==> src/rtl/dmem_utlb_pkg.sv <==
// rtl/dmem_utlb_pkg.sv - shared constants and FSM encoding for the data-side micro-TLB
//
// Purpose: segment constant for the unmapped kseg0/kseg1 window, page-offset
// width, and the state encoding of the micro-TLB query FSM.
// Ports: none (package).
package dmem_utlb_pkg;

  // req_vaddr[31:30] equal to this value is kseg0/kseg1: unmapped, no lookup.
  localparam logic [1:0] KSEG01 = 2'b10;

  // 4 KB pages.
  localparam int PAGE_OFF_W = 12;

  typedef enum logic [1:0] {
    UTLB_IDLE  = 2'd0,
    UTLB_QUERY = 2'd1,
    UTLB_FILL  = 2'd2
  } utlb_state_t;

endpackage

==> src/rtl/dmem_utlb_entry.sv <==
// rtl/dmem_utlb_entry.sv - one fully-associative micro-TLB entry with match output
//
// Purpose: holds valid/vpn/pfn/miss/invalid/dirty for one translation and
// compares the stored vpn with the lookup vpn.
// Ports:
//   clk, resetn      clock, synchronous active-low reset
//   clr              invalidate this entry at the next edge (wins over wr_en)
//   wr_en            load the wr_* fields and mark the entry valid
//   wr_vpn/wr_pfn    page numbers to store
//   wr_miss/wr_invalid/wr_dirty  cached main-TLB status
//   lookup_vpn       vpn of the current request
//   valid, match     entry state and hit indication
//   pfn, miss, invalid, dirty  stored fields
module utlb_entry #(
  parameter int VPN_W = 20,
  parameter int PFN_W = 20
) (
  input  logic             clk,
  input  logic             resetn,
  input  logic             clr,
  input  logic             wr_en,
  input  logic [VPN_W-1:0] wr_vpn,
  input  logic [PFN_W-1:0] wr_pfn,
  input  logic             wr_miss,
  input  logic             wr_invalid,
  input  logic             wr_dirty,
  input  logic [VPN_W-1:0] lookup_vpn,
  output logic             valid,
  output logic             match,
  output logic [PFN_W-1:0] pfn,
  output logic             miss,
  output logic             invalid,
  output logic             dirty
);

  logic [VPN_W-1:0] vpn;

  // A flush in the same cycle as the fill leaves the entry invalid.
  always_ff @(posedge clk) begin
    if (!resetn || clr) begin
      valid <= 1'b0;
    end else if (wr_en) begin
      valid <= 1'b1;
    end
  end

  // Payload fields need no reset; they are only observed while valid.
  always_ff @(posedge clk) begin
    if (wr_en) begin
      vpn     <= wr_vpn;
      pfn     <= wr_pfn;
      miss    <= wr_miss;
      invalid <= wr_invalid;
      dirty   <= wr_dirty;
    end
  end

  assign match = valid && (vpn == lookup_vpn);

endmodule

==> src/rtl/dmem_utlb.sv <==
// rtl/dmem_utlb.sv - multi-entry data-side micro-TLB in front of the shared main TLB
//
// Purpose: serves data-address translations (and cached TLB exceptions) from
// ENTRIES fully-associative entries; on a miss queries the main TLB over a
// registered address and fills a victim entry.
// Ports:
//   clk, resetn                 clock, synchronous active-low reset
//   req_valid/req_vaddr/req_write  lookup request (held until resp_valid)
//   resp_valid/resp_paddr       translation result, combinational from IDLE
//   resp_refill/resp_invalid/resp_mod  exception flags
//   busy                        FSM not in IDLE
//   tlb_vaddr                   registered page address to the main TLB
//   tlb_paddr/tlb_miss/tlb_invalid/tlb_dirty  main TLB result
//   flush                       invalidate all entries
//   hit_cnt/miss_cnt            served-lookup and main-TLB-query counters
module dmem_utlb
  import dmem_utlb_pkg::*;
#(
  parameter int ENTRIES = 4,
  parameter int VPN_W   = 20,
  parameter int PFN_W   = 20,
  parameter int CNT_W   = 32
) (
  input  logic             clk,
  input  logic             resetn,
  input  logic             req_valid,
  input  logic [31:0]      req_vaddr,
  input  logic             req_write,
  output logic             resp_valid,
  output logic [31:0]      resp_paddr,
  output logic             resp_refill,
  output logic             resp_invalid,
  output logic             resp_mod,
  output logic             busy,
  output logic [31:0]      tlb_vaddr,
  input  logic [31:0]      tlb_paddr,
  input  logic             tlb_miss,
  input  logic             tlb_invalid,
  input  logic             tlb_dirty,
  input  logic             flush,
  output logic [CNT_W-1:0] hit_cnt,
  output logic [CNT_W-1:0] miss_cnt
);

  localparam int IDX_W = $clog2(ENTRIES);

  utlb_state_t state, state_nxt;

  logic [VPN_W-1:0]   req_vpn;
  logic [ENTRIES-1:0] ent_valid, ent_match, ent_wr;
  logic [ENTRIES-1:0] ent_miss, ent_invalid, ent_dirty;
  logic [PFN_W-1:0]   ent_pfn [ENTRIES];

  logic               bypass;
  logic               hit;
  logic [IDX_W-1:0]   hit_idx;
  logic               has_free;
  logic [IDX_W-1:0]   free_idx;
  logic [IDX_W-1:0]   victim;
  logic [IDX_W-1:0]   rr_ptr;
  logic               query_start;
  logic               fill_wr;

  // Low page-offset bits of the main-TLB result are not part of the frame.
  logic               unused_tlb_paddr;
  assign unused_tlb_paddr = &{1'b0, tlb_paddr[31-PFN_W:0]};

  assign req_vpn = req_vaddr[31 -: VPN_W];
  assign bypass  = req_valid && (req_vaddr[31:30] == KSEG01);

  for (genvar g = 0; g < ENTRIES; g++) begin : g_entry
    utlb_entry #(
      .VPN_W (VPN_W),
      .PFN_W (PFN_W)
    ) u_entry (
      .clk        (clk),
      .resetn     (resetn),
      .clr        (flush),
      .wr_en      (ent_wr[g]),
      .wr_vpn     (tlb_vaddr[31 -: VPN_W]),
      .wr_pfn     (tlb_paddr[31 -: PFN_W]),
      .wr_miss    (tlb_miss),
      .wr_invalid (tlb_invalid),
      .wr_dirty   (tlb_dirty),
      .lookup_vpn (req_vpn),
      .valid      (ent_valid[g]),
      .match      (ent_match[g]),
      .pfn        (ent_pfn[g]),
      .miss       (ent_miss[g]),
      .invalid    (ent_invalid[g]),
      .dirty      (ent_dirty[g])
    );
  end

  // Scan from the top so the lowest index wins. The fill path never creates
  // duplicate vpns, so the priority only matters to keep the mux well defined.
  always_comb begin
    hit     = 1'b0;
    hit_idx = '0;
    for (int i = ENTRIES - 1; i >= 0; i--) begin
      if (ent_match[i]) begin
        hit     = 1'b1;
        hit_idx = IDX_W'(i);
      end
    end
  end

  // Victim: lowest-index free slot, otherwise the round-robin pointer.
  always_comb begin
    has_free = 1'b0;
    free_idx = '0;
    for (int i = ENTRIES - 1; i >= 0; i--) begin
      if (!ent_valid[i]) begin
        has_free = 1'b1;
        free_idx = IDX_W'(i);
      end
    end
    victim = has_free ? free_idx : rr_ptr;
  end

  always_comb begin
    for (int i = 0; i < ENTRIES; i++) begin
      ent_wr[i] = fill_wr && (victim == IDX_W'(i));
    end
  end

  // Responses only come out of IDLE; QUERY and FILL are silent.
  always_comb begin
    resp_valid   = 1'b0;
    resp_paddr   = req_vaddr;
    resp_refill  = 1'b0;
    resp_invalid = 1'b0;
    resp_mod     = 1'b0;
    if (state == UTLB_IDLE && req_valid) begin
      if (bypass) begin
        resp_valid = 1'b1;
      end else if (hit) begin
        resp_valid   = 1'b1;
        resp_paddr   = {ent_pfn[hit_idx], req_vaddr[PAGE_OFF_W-1:0]};
        resp_refill  = ent_miss[hit_idx];
        resp_invalid = ent_invalid[hit_idx] && !ent_miss[hit_idx];
        resp_mod     = req_write && !ent_miss[hit_idx] &&
                       !ent_invalid[hit_idx] && !ent_dirty[hit_idx];
      end
    end
  end

  always_comb begin
    state_nxt   = state;
    query_start = 1'b0;
    fill_wr     = 1'b0;
    case (state)
      UTLB_IDLE: begin
        if (req_valid && !bypass && !hit && !flush) begin
          query_start = 1'b1;
          state_nxt   = UTLB_QUERY;
        end
      end
      UTLB_QUERY: begin
        // A flush here discards the main-TLB answer; IDLE re-queries.
        if (flush) begin
          state_nxt = UTLB_IDLE;
        end else begin
          fill_wr   = 1'b1;
          state_nxt = UTLB_FILL;
        end
      end
      UTLB_FILL: begin
        state_nxt = UTLB_IDLE;
      end
      default: begin
        state_nxt = UTLB_IDLE;
      end
    endcase
  end

  always_ff @(posedge clk) begin
    if (!resetn) begin
      state <= UTLB_IDLE;
    end else begin
      state <= state_nxt;
    end
  end

  always_ff @(posedge clk) begin
    if (!resetn) begin
      tlb_vaddr <= '0;
    end else if (query_start) begin
      tlb_vaddr <= {req_vaddr[31:PAGE_OFF_W], {PAGE_OFF_W{1'b0}}};
    end
  end

  // The pointer only moves when it actually chose the victim.
  always_ff @(posedge clk) begin
    if (!resetn) begin
      rr_ptr <= '0;
    end else if (fill_wr && !has_free) begin
      rr_ptr <= rr_ptr + 1'b1;
    end
  end

  always_ff @(posedge clk) begin
    if (!resetn) begin
      hit_cnt  <= '0;
      miss_cnt <= '0;
    end else begin
      if (resp_valid) begin
        hit_cnt <= hit_cnt + 1'b1;
      end
      if (query_start) begin
        miss_cnt <= miss_cnt + 1'b1;
      end
    end
  end

  assign busy = (state != UTLB_IDLE);

endmodule

==> config.mk <==
export PLATFORM = sky130hd
export DESIGN_NAME = dmem_utlb
export DESIGN_NICKNAME = d
export VERILOG_FILES = /design/src/rtl/dmem_utlb_pkg.sv /design/src/rtl/dmem_utlb_entry.sv /design/src/rtl/dmem_utlb.sv
export SDC_FILE = /design/constraint.sdc
export NUM_CORES = 1
export LEC_CHECK = 0
export BUFFER_PORTS_ARGS = -buffer_cell sky130_fd_sc_hd__clkbuf_2
export CAP_MARGIN = 20
export CORE_MARGIN = 3
export CORE_UTILIZATION = 45
export CTS_CLUSTER_DIAMETER = 80
export CTS_CLUSTER_SIZE = 10
export DETAILED_ROUTE_END_ITERATION = 10
export PLACE_DENSITY = 0.69
export RECOVER_POWER = 50
export SLEW_MARGIN = 20
export SYNTH_ARGS = -nofsm -noshare
export SYNTH_HDL_FRONTEND = slang
export SYNTH_SLANG_ARGS = --single-unit
==> constraint.sdc <==
create_clock -name clk -period 4.6 [get_ports clk]
set_input_delay 0.92 -clock clk [delete_from_list [all_inputs] [get_ports clk]]
set_output_delay 0.92 -clock clk [all_outputs]
set_load 0.03 [all_outputs]
==> metrics.md <==
| Metric | Value |
|---|---|
| Starting DRC count in detailed routing | between 700 and 800 |
| Critical Path Source | req_vaddr[16] |
| Die X | ~170 um |
| Most common library cell in the layout ignoring fill and taps | edfxtp_1 |
| Initial core utilization | a little under half |
| GR Util All Layers | 20.5% |
| Detailed-route via count | 8,189 |
| Class of the worst hold path | reg -> reg |
| DRC viols | 0 |
| Port-buffer cells | 156 |
| GR Overflow Total | 0 |
| Count of endpoints failing setup in the final report | 0 |
| Die Y | 167 um |
| Met3 layer wire length in the routed design | 2240 um |
| Critical path, cell by cell | clkbuf_2 > buf_4 > xnor2_2 > nand4_1 > or4_1 > or2_4 > o21ai_2 > buf_12 > mux2i_1 > a2bb2oi_2 > o21ai_1 > clkbuf_2 |
| First-pass GRT wire length | 46,100 um |
| Kind of start point of the critical path | input pin |
| Placeable core region | 25,300 sq um |
| Routed Antenna Nets | 0 |
| Warnings from Yosys | 0 |
| Result of the run | complete, but fails checks |
| Total count of max-transition violations in the final report | 50 |
| Unrepaired setup endpoints after global routing | yes |
| Number of buffers inserted during clock tree synthesis | 30 |
| Highest routing layer actually used | met4 |
| Metal2 WL | 14,000 um |
| Count of mapped cells out of synthesis | 980 |
| Max Cap Viol | 1 |
| Worst hold path cell count | 2 |
| Most used DFF post-synth | edfxtp_1 |
| Power consumption | 0.00493 W |
| Number of inserted diodes | 0 |
| WL final | just under 30,000 um |
| Startpoint-to-endpoint class of the critical path | in -> out |
| Average size of a mapped cell | 11.9 sq um |
| Highest attainable clock frequency | 223 MHz |
| Worst setup EP type | output pin |
| Estimated wirelength of the detail-placed design | 20,200 um |
| Pin count of the biggest net entering global routing | 50 |
| Final-stage net count | 1,224 |
| Stages on the worst setup path | 12 |
| Number of rows created at floorplan | 58 |
| Start point of the worst hold path | hit_cnt[9] |
| Power density of the placed cells | 361 nW/um^2 |
| Detailed-route vias per instance | 5.46 |
| Cell family with most CP delay | simple AND/OR/NAND/NOR gates |
| H-tree levels | 1 |
| Synth-to-layout area growth | 16.9% |
| Max-Slew Margin vs Limit | -16.2% |
| Max Clock Skew | approximately 0.036 ns |
| Overall die area | ~28,000 sq um |
| Clk pin slew, worst setup/hold paths | 0.05 ns |
| Sink Count | around 260 |
| Most repeated library cell on the critical path | clkbuf_2 |
| Hold Worst Slack | between 0.5 and 0.6 ns |
| Hold Buf Count CTS | 0 |
| Number of flip-flops and latches in the synthesized netlist | about 260 |
| Cell area after technology mapping | 11,700 sq um |
| Slowest stage cell, crit path | or4_1 |
| Clock latency on the worst-skew pair | 0.56 ns |
| Via count of the first global-routing pass | 8,144 |
| TritonCTS clock tree | yes |
| Arr. time, crit path | approximately 3.6 ns |
| Number of antenna violations at the first check in global routing | 0 |
| Peak supply drop | 0.250 mV |
| Post-synth EDFFs | around 170 |
| Least-Margin Pin Slew | 1.74 ns |
| Worst Path Required | 3.68 ns |
| Distinct cell type count of the synthesized netlist | 58 |
| Final count of hold timing violations | 0 |
| Post-detailed-route wirelength per cell | slightly below 20 um |
| R2R Setup Slk | roughly 1.3 ns |
| Static leakage | 4.98 nW |
| Violated checks | capacitance limit, slew limit |
| Most frequent cells in the layout | edfxtp_1, clkbuf_1, dfxtp_1 |
| Layout cells sized above 1 | 15.2% |
| Buffering stage count on the worst path with inverters included | 4 |
| Global placer's final weighted congestion | 0.907 |
| Sequential fraction of the synthesis area | 59.9% |
| Metal1 wirelength | roughly 12,000 um |
| Buffer type at the clock tree root | clkbuf_16 |
| Top fanout value on the critical path | 19 |
| Number of top-level design ports | 205 |
| Largest buffer count on any clock path | 3 |
| Total iterations of the first detailed-routing run | 5 |
| Fraction of registers with async set or reset after synthesis | 0% |
| Fraction of the cycle the final worst path needs | 97.7% |
| Final min period | 4.49 ns |
| Maximum single-stage delay on the critical path | 0.61 ns |
| Worst reg-to-reg path cell count | 12 |
| Origin of the critical flop-to-flop path | g_entry[3].u_entry.vpn[0] |
==> cells in the mapped netlist (4+ instances only) <==
cell,number,area share [%]
and3_1,11,0.59
a21oi_1,34,1.5
clkbuf_1,15,0.48
buf_6,7,0.67
nand3_1,32,1.4
xor2_1,59,4.4
nor4_1,19,1.0
and2_1,18,0.96
nor2_1,74,2.4
buf_2,22,0.94
and4_1,9,0.67
o31ai_1,5,0.32
nand2_1,83,2.7
o21ai_0,10,0.43
nor3_1,7,0.30
a2bb2oi_1,12,0.90
or3_1,4,0.21
xnor2_2,6,0.83
o221ai_1,6,0.45
nand2b_1,6,0.32
buf_4,31,2.0
inv_1,17,0.55
mux2i_1,41,3.5
o21ai_1,12,0.51
dfxtp_1,92,16
edfxtp_1,172,44
xnor2_1,70,5.2
nor3_2,7,0.60
nand4_1,55,2.9
nor2b_1,4,0.21
==> final timing paths <==
kind	endpoint
setup / recovery	resp_paddr[25]
setup reg to reg	hit_cnt[9]
hold / removal	hit_cnt[9]
hold reg to reg	hit_cnt[9]
==> flip-flops by register name (all words and copies together) (netlist names) <==
register / flops
g_entry.u_entry.pfn: 80
g_entry.u_entry.vpn: 80
hit_cnt: 32
miss_cnt: 32
tlb_vaddr: 20
g_entry.u_entry.dirty: 4
g_entry.u_entry.invalid: 4
g_entry.u_entry.miss: 4
g_entry.u_entry.valid: 4
rr_ptr: 2
state: 2
==> repair_timing <==
item / 4_1_cts / 5_1_grt
resized for setup: 0 / 6
buffers inserted: 0 / 3
endpoints found under the setup margin: 0 / 10
==> through the flow <==
stage / utilization [%] / instances / setup TNS (ns) / worst slack, ns / area [sq um]
3_3_place_gp: 50.9 / 1445 / 0 / 0.103 / 12900
2_1_floorplan: - / 991 / 0 / 0.185 / 11700
6_report: 54.0 / 1499 / 0 / 0.106 / 13700
5_1_grt: 54.0 / 1499 / -0.00940 / -0.00940 / 13700
4_1_cts: 54.2 / 1496 / 0 / 0.0417 / 13700
3_5_place_dp: 50.9 / 1445 / 0 / 0.0741 / 12900
==> final cells by class <==
cell class / count / area [sq um]
clock inverters: 2 / 25.0
flip-flops and latches: 264 / 7010
clock buffers: 49 / 822
inverters: 17 / 63.8
repair buffers: 204 / 1090
multi-input cells: 633 / 4240
well taps: 330 / 413
fillers: 2194 / 11700
==> layer usage <==
metal | GRT usage [%] | vias to the layer above
met5 | 0 | -
met4 | 5.19 | 0
met3 | 4.11 | 56
met2 | 34.4 | 308
met1 | 27.5 | 3975
li1 | - | 3850
==> logic make-up (layout without fill, tap and decap cells) <==
kind of cell / count (synthesis) / count (layout) / synth area share [%]
buffers and inverters: 94 / 272 / 4.70
adder cells (fa/ha/maj): 2 / 2 / 0.214
AND/OR/NAND/NOR: 345 / 345 / 15.5
AO/OA/AOI/OAI: 97 / 97 / 5.52
multiplexers: 42 / 42 / 3.61
other: 1 / 12 / 0.0321
flip-flops: 264 / 264 / 59.9
XOR/XNOR: 135 / 135 / 10.5
==> power by group <==
part           total [W]  internal [W]  switching, W
combinational   0.000279     0.0000826      0.000197
clock            0.00209       0.00121      0.000887
sequential       0.00256       0.00254     0.0000180
total            0.00493       0.00383       0.00110
==> worst reg2reg max path: stages, from the launching register on <==
cell	delay, ns
edfxtp_1	0.39
xnor2_1	0.28
nand4_1	0.14
or4_4	0.58
o2bb2a_4	0.24
buf_4	0.14
a41oi_2	0.26
buf_4	0.18
buf_4	0.29
nand3_1	0.14
buf_4	0.21
nor4_1	0.22
o21bai_1	0.15
Note: power is estimated with default switching activity, not from simulation.
